`config.mk`:
```
export PLATFORM = sky130hd
export DESIGN_NAME = fu_alu_issue
export DESIGN_NICKNAME = d
export VERILOG_FILES = /design/src/rtl/fu_alu_issue.sv
export SDC_FILE = /design/constraint.sdc
export NUM_CORES = 1
export LEC_CHECK = 0
export ABC_AREA = 1
export BUFFER_PORTS_ARGS = -buffer_cell sky130_fd_sc_hd__buf_2
export CAP_MARGIN = 15
export CORE_ASPECT_RATIO = 0.9
export CORE_MARGIN = 1
export CORE_UTILIZATION = 45
export DETAILED_ROUTE_END_ITERATION = 8
export PLACE_DENSITY = 0.78
export SYNTH_ARGS = -nofsm -noshare
export SYNTH_HDL_FRONTEND = slang
export SYNTH_SLANG_ARGS = --single-unit
export TNS_END_PERCENT = 20
```
`constraint.sdc`:
```
create_clock -name clk -period 3.82 [get_ports clk]
set_input_delay 0.764 -clock clk [delete_from_list [all_inputs] [get_ports clk]]
set_output_delay 0.764 -clock clk [all_outputs]
set_load 0.02 [all_outputs]
```
`src/rtl/fu_alu_issue.sv`:
```
// Single-entry issue slot in front of an ALU functional unit.
// Holds one op, collects missing operands from the CDB, issues the op to the
// FU, captures the FU result and presents it for writeback.
module fu_alu_issue #(
    parameter int TAG_W = 4
) (
    input  logic             clk,
    input  logic             rst,
    input  logic             disp_valid,
    output logic             disp_ready,
    input  logic [3:0]       disp_ctrl,
    input  logic [31:0]      disp_a,
    input  logic [31:0]      disp_b,
    input  logic             disp_a_rdy,
    input  logic             disp_b_rdy,
    input  logic [TAG_W-1:0] disp_a_tag,
    input  logic [TAG_W-1:0] disp_b_tag,
    input  logic [TAG_W-1:0] disp_dst_tag,
    input  logic             cdb_valid,
    input  logic [TAG_W-1:0] cdb_tag,
    input  logic [31:0]      cdb_data,
    output logic             fu_en,
    output logic [3:0]       fu_ctrl,
    output logic [31:0]      fu_a,
    output logic [31:0]      fu_b,
    input  logic             fu_finish,
    input  logic [31:0]      fu_res,
    input  logic             fu_overflow,
    output logic             wb_valid,
    output logic [TAG_W-1:0] wb_tag,
    output logic [31:0]      wb_data,
    output logic             wb_overflow,
    input  logic             wb_ready
);

    typedef enum logic [1:0] {
        IDLE,
        WAIT_OPS,
        EXEC,
        WB
    } state_t;

    state_t           state;
    logic [3:0]       ctrl_q;
    logic [TAG_W-1:0] dst_q;
    logic [TAG_W-1:0] a_tag_q;
    logic [TAG_W-1:0] b_tag_q;
    logic [31:0]      a_q;
    logic [31:0]      b_q;
    logic             a_rdy_q;
    logic             b_rdy_q;
    logic [31:0]      res_q;
    logic             ovf_q;

    logic accept;
    logic a_hit_disp;
    logic b_hit_disp;
    logic a_hit;
    logic b_hit;
    logic issue;
    logic in_wb;

    // Handshake decode and CDB tag matching for incoming and held operands
    always_comb begin
        disp_ready = (state == IDLE) && !rst;
        accept     = disp_valid && disp_ready;
        a_hit_disp = !disp_a_rdy && cdb_valid && (cdb_tag == disp_a_tag);
        b_hit_disp = !disp_b_rdy && cdb_valid && (cdb_tag == disp_b_tag);
        a_hit      = !a_rdy_q && cdb_valid && (cdb_tag == a_tag_q);
        b_hit      = !b_rdy_q && cdb_valid && (cdb_tag == b_tag_q);
        issue      = (state == WAIT_OPS) && a_rdy_q && b_rdy_q;
        in_wb      = (state == WB);
    end

    // FU and writeback outputs are forced to zero outside their valid windows
    always_comb begin
        fu_en       = issue;
        fu_ctrl     = issue ? ctrl_q : '0;
        fu_a        = issue ? a_q : '0;
        fu_b        = issue ? b_q : '0;
        wb_valid    = in_wb;
        wb_tag      = in_wb ? dst_q : '0;
        wb_data     = in_wb ? res_q : '0;
        wb_overflow = in_wb ? ovf_q : '0;
    end

    // Issue-slot FSM: accept, operand wakeup, execute, writeback
    always_ff @(posedge clk or posedge rst) begin
        if (rst) begin
            state   <= IDLE;
            ctrl_q  <= '0;
            dst_q   <= '0;
            a_tag_q <= '0;
            b_tag_q <= '0;
            a_q     <= '0;
            b_q     <= '0;
            a_rdy_q <= 1'b0;
            b_rdy_q <= 1'b0;
            res_q   <= '0;
            ovf_q   <= 1'b0;
        end else begin
            case (state)
                IDLE: begin
                    if (accept) begin
                        ctrl_q  <= disp_ctrl;
                        dst_q   <= disp_dst_tag;
                        a_tag_q <= disp_a_tag;
                        b_tag_q <= disp_b_tag;
                        a_q     <= a_hit_disp ? cdb_data : disp_a;
                        b_q     <= b_hit_disp ? cdb_data : disp_b;
                        a_rdy_q <= disp_a_rdy || a_hit_disp;
                        b_rdy_q <= disp_b_rdy || b_hit_disp;
                        state   <= WAIT_OPS;
                    end
                end
                WAIT_OPS: begin
                    if (issue) begin
                        state <= EXEC;
                    end
                    if (a_hit) begin
                        a_q     <= cdb_data;
                        a_rdy_q <= 1'b1;
                    end
                    if (b_hit) begin
                        b_q     <= cdb_data;
                        b_rdy_q <= 1'b1;
                    end
                end
                EXEC: begin
                    if (fu_finish) begin
                        res_q <= fu_res;
                        ovf_q <= fu_overflow;
                        state <= WB;
                    end
                end
                WB: begin
                    if (wb_ready) begin
                        state <= IDLE;
                    end
                end
                default: state <= IDLE;
            endcase
        end
    end

endmodule

```
# Word-level counts from Yosys, hierarchy flattened

Index checks and enable logic that the tools add are counted.

Multipliers: 0
Reduce and logical (&&, ||, !) cells: 26
Div/mod/pow operators: 0
Shift-type cells: 0
Bitwise gates (word level): 0
Equality and inequality tests: 13
$add $sub $neg: 0
Muxes and demuxes: 25
Magnitude comparators: 0

Operators by type and width:

| kind                                          | count |
|---|---|
| two-way mux 32 bit                            | 9 |
| one-hot mux 32 bit (2 select lines)           | 2 |
| == test 4 bit                                 | 4 |
| logical AND 1 bit                             | 12 |
| inequality test 2 bit, second input constant  | 6 |
| two-way mux 2 bit                             | 4 |
| two-way mux 4 bit                             | 2 |
| one-hot mux 2 bit (4 select lines)            | 1 |
| AND reduction 3 bit                           | 2 |
| zero test 1 bit                               | 5 |
| two-way mux 1 bit                             | 5 |
| == test 2 bit, second input constant          | 2 |
| one-hot mux 1 bit (2 select lines)            | 2 |
| AND reduction 2 bit                           | 2 |
| AND reduction 4 bit                           | 1 |
| == test 2 x 1 -> 1 bit, second input constant | 1 |
| zero test 2 bit                               | 1 |
| logical OR 1 bit                              | 2 |
| nonzero test 2 bit                            | 1 |

Register bits: 117
Logic and storage cells: 75
Memory bits (read-only): 0
Input port bits: 157
Output and inout port bits: 108
Memories: 0
Bits in latches: 0
Bits in writable memories: 0

# Longest topological paths before layout

Depth after elaboration: 6
Depth in mapped cells: 11
Mapped depth without buffers: 10

# Worst setup path after synthesis

OpenSTA, ideal clock, no wires.

Kind: register -> output
From: register state[1]
To: output port fu_b[22]
Stages on the path, launching flop included: 8
Slack: 1.404 ns
Path buffers: 3
Data required time: 3.056 ns
Arrival time: 1.652 ns
Path through: dfrtp_1 -> inv_1 -> ha_1 -> buf_2 -> nand3_1 -> clkbuf_1 -> clkbuf_1 -> nor2_1

Cells in the longest elaborated chain, start to end: 4

RTL lines:

| item                            | RTL line | text |
|---|---|---|
| start, declared                 | 43       | `state_t state;` |
| start signal, assigned          | 90       | `state <= IDLE;` |
| start signal, assigned          | 113      | `state <= WAIT_OPS;` |
| start signal, assigned          | 118      | `state <= EXEC;` |
| == test 2 x 1 -> 1 bit          | 71       | `issue = (state == WAIT_OPS) && a_rdy_q && b_rdy_q;` |
| logical AND 1 bit (2 in series) | 71       |  |
| two-way mux 32 bit              | 80       | `fu_b = issue ? b_q : '0;` |
| end, declared                   | 25       | `output logic [31:0] fu_b,` |

Every way passes these cells.

# Final worst setup path

From: register state[1]
To: output port fu_a[0]

Cells in the longest elaborated chain, start to end: 4

RTL lines:

| item                            | RTL line | text |
|---|---|---|
| == test 2 x 1 -> 1 bit          | 71       |  |
| logical AND 1 bit (2 in series) | 71       |  |
| two-way mux 32 bit              | 79       | `fu_a = issue ? a_q : '0;` |
| end, declared                   | 24       | `output logic [31:0] fu_a,` |

Every way passes these cells.

==> metrics.txt <==
crit path time final 3.316 ns; routability congestion estimate 0.8861; outcome completed; count of pins on the block boundary around 270; detailed-router iteration count before antenna repair 5; largest fanout on the critical path 43; synthesized instance count 904; clock edge transition at the registers on the reported setup and hold paths 0.05 ns; number of distinct standard cells referenced by the synthesized netlist 20; Area growth syn-to-layout 31.36%; final-stage net count ~1300; fraction of final layout cells sized beyond drive strength 1 between 30% and 40%; final-report setup violation count 0; power per unit of standard cell area between 700 and 800 mW/mm^2; drt first-iter violations roughly 350; number of clock sinks seen by CTS 117; part of the Yosys area used for sequential elements 44.28%; Horiz. Die Dim between 100 and 150 um; netlist area before placement 0.006611 mm^2; Worst Hold Slack between 0.4 and 0.5 ns; setup repair bufs after CTS 0; top cell type's share of synthesized area 44.28%; static leakage power 5.290 nW; clock latency on the worst-skew pair slightly above 0.4 ns; number of buffers between clock root and the deepest sink 2; vias 6467; number of fill cells 1287; total grt overflow 0; aggregate negative setup slack 0 ns; via count of the first global-routing pass 5768; detailed-route wire length per cell ~13 um; Main synth FF type sky130_fd_sc_hd__dfrtp_1; Async S/R FF share, synth 100.0%; launching element type of the critical path flip-flop; synthesis warning total 0; Detail Placement HPWL 12.88 mm; Final Routed Wirelength 18.13 mm; most common library cells after synthesis 283 x sky130_fd_sc_hd__nand2_1, 161 x sky130_fd_sc_hd__inv_1, 117 x sky130_fd_sc_hd__dfrtp_1, 92 x sky130_fd_sc_hd__nor2_1, 70 x sky130_fd_sc_hd__nand3_1; hold-fix buffer count after cts 0; post-synthesis net count between 1000 and 1500; initial standard-cell utilization of the core between 40% and 50%; standard-cell row count 41; root buffer selected by CTS sky130_fd_sc_hd__clkbuf_16; hold violation total from the final report 0; setup repair after global routing missed its margin false; Hold Path Stages 2; final total power 6.370 mW; number of max-capacitance violations reported 0; type of element capturing the critical path output port; CTS buffer count 17; largest net degree at the start of global routing 67; input/output buffers 264; number of synthesized register bits 117; final core utilization 61.34%; ant diodes 0; post-detailed-route via-to-cell ratio 4.759; Min-Delay Path Class flip-flop to flip-flop; remaining routing DRC violations 0; die area 0.01518 mm^2; non-filler cells in the finished layout 1359; final-report max-slew violation count 0; Syn Area/Cell 7.313 um^2; Max Fclk 301.6 MHz; critical path arrival 2.55 ns; Peak VDD IR between 300 and 400 uV; Area contributors post-synth sky130_fd_sc_hd__dfrtp_1 44%, sky130_fd_sc_hd__nand2_1 16%, sky130_fd_sc_hd__inv_1 9.1%, sky130_fd_sc_hd__nand3b_1 7.3%, sky130_fd_sc_hd__mux2_2 6.5%; CORE AREA approximately 0.014 mm^2; number of enable flip-flop cells after synthesis 0; Max-Slew Margin vs Limit between 40 and 50%; global-route usage over all layers 24.18%; critical path type flip-flop to output port; Setup Skew 0.006632 ns; Reg2Reg Depth 11; cts repair resizes 0; dominant cell by count in the synthesized netlist sky130_fd_sc_hd__nand2_1; first-pass GRT wire length between 20 and 30 mm; TritonCTS clock tree done; Worst Path Required 3.06 ns; worst slew pin tran 0.7984 ns; number of placed instances, taps included 1328; antenna violations before repair 0; largest area contributor in the netlist sky130_fd_sc_hd__dfrtp_1; Die Y-Extent 117.0 um; Routed Antenna Nets 0; part of the cycle the worst path needs 86.80%; deepest level of the CTS H-tree 4
cell type report:
| cell class | count | area [um^2] | share of cell area, % |
|---|---|---|---|
| clock buffer | 22 | 484.2 | 5.576 |
| tap | 193 | 241.5 | 2.781 |
| timing repair buffer | 279 | 1459 | 16.80 |
| inverter | 163 | 615.6 | 7.088 |
| multi-input combinational | 576 | 2879 | 33.15 |
| clock inverter | 9 | 77.57 | 0.8932 |
| sequential | 117 | 2928 | 33.71 |
layer usage:
| layer | vias to the layer above | part of all wire, % | GRT usage (%) |
|---|---|---|---|
| met1 | 2918 | 44 | 30.91 |
| met5 | - | 0 | 0 |
| met4 | 0 | 1.5 | 8.760 |
| met3 | 25 | 8.2 | 5.182 |
| li1 | 3221 | - | - |
| met2 | 303 | 46 | 40.57 |
metrics by stage:
| stage | area [um^2] | setup slack, ns |
|---|---|---|
| 2_1_floorplan | 6615 | 1.404 |
| 4_1_cts | 8685 | 0.4436 |
| 5_1_grt | 8685 | 0.2105 |
| 3_3_place_gp | 8123 | 0.9965 |
| 6_report | 8685 | 0.5043 |
| 3_5_place_dp | 8123 | 0.8938 |
sequential cells by signal, indices dropped and copies added, names as in the netlist, 2 cells and up:
name,count
res_q,32
state,2
a_q,32
ctrl_q,4
dst_q,4
b_tag_q,4
b_q,32
a_tag_q,4
logic make-up after synthesis:
logic type               after synthesis  share of synthesized area (%)
AO/OA/AOI/OAI                         21                          1.779
AND/OR/NAND/NOR                      511                          34.20
multiplexers                          38                          6.472
XOR/XNOR                               2                         0.2650
flip-flops                           117                          44.28
adder cells (fa/ha/maj)                4                         0.7570
buffers and inverters                211                          12.24
placed cells by master (no fill, tap or decap), types with 2 or more instances in the layout:
cell,count
sky130_fd_sc_hd__a21oi_1,10
sky130_fd_sc_hd__a21oi_2,2
sky130_fd_sc_hd__buf_12,2
sky130_fd_sc_hd__buf_2,264
sky130_fd_sc_hd__buf_4,13
sky130_fd_sc_hd__clkbuf_16,17
sky130_fd_sc_hd__clkbuf_8,4
sky130_fd_sc_hd__clkinv_2,5
sky130_fd_sc_hd__clkinvlp_4,4
sky130_fd_sc_hd__dfrtp_1,117
sky130_fd_sc_hd__ha_1,4
sky130_fd_sc_hd__inv_1,159
sky130_fd_sc_hd__inv_2,3
sky130_fd_sc_hd__mux2_2,38
sky130_fd_sc_hd__nand2_1,283
sky130_fd_sc_hd__nand3_1,69
sky130_fd_sc_hd__nand3b_1,64
sky130_fd_sc_hd__nor2_1,92
sky130_fd_sc_hd__o21ai_0,7
sky130_fd_sc_hd__xnor2_1,2
worst max-delay path, stage by stage (launching register included):
cell                      delay, ns
sky130_fd_sc_hd__dfrtp_1       0.40
sky130_fd_sc_hd__inv_1         0.11
sky130_fd_sc_hd__ha_1          0.36
sky130_fd_sc_hd__nand3_2       0.56
sky130_fd_sc_hd__buf_12        0.39
sky130_fd_sc_hd__nor2_1        0.13
sky130_fd_sc_hd__buf_2         0.18
power by group:
part / switching, mW / internal [mW] / leakage (nW)
combinational: 1.67 / 0.986 / 3.61
clock: 0.541 / 0.952 / 0.274
sequential: 0.338 / 1.88 / 1.40
final timing paths:
| check | start | endpoint | slack (ns) |
|---|---|---|---|
| min reg2reg | a_q[18] | a_q[18] | 0.48 |
| max | state[1] | fu_a[0] | 0.50 |
| max in group asynchronous | rst | a_q[10] | 2.53 |
| min in group asynchronous | rst | a_tag_q[1] | 0.53 |
| max reg2reg | state[1] | b_q[10] | 1.35 |
| min | a_q[18] | a_q[18] | 0.48 |
Note: power is estimated with default switching activity, not from simulation.
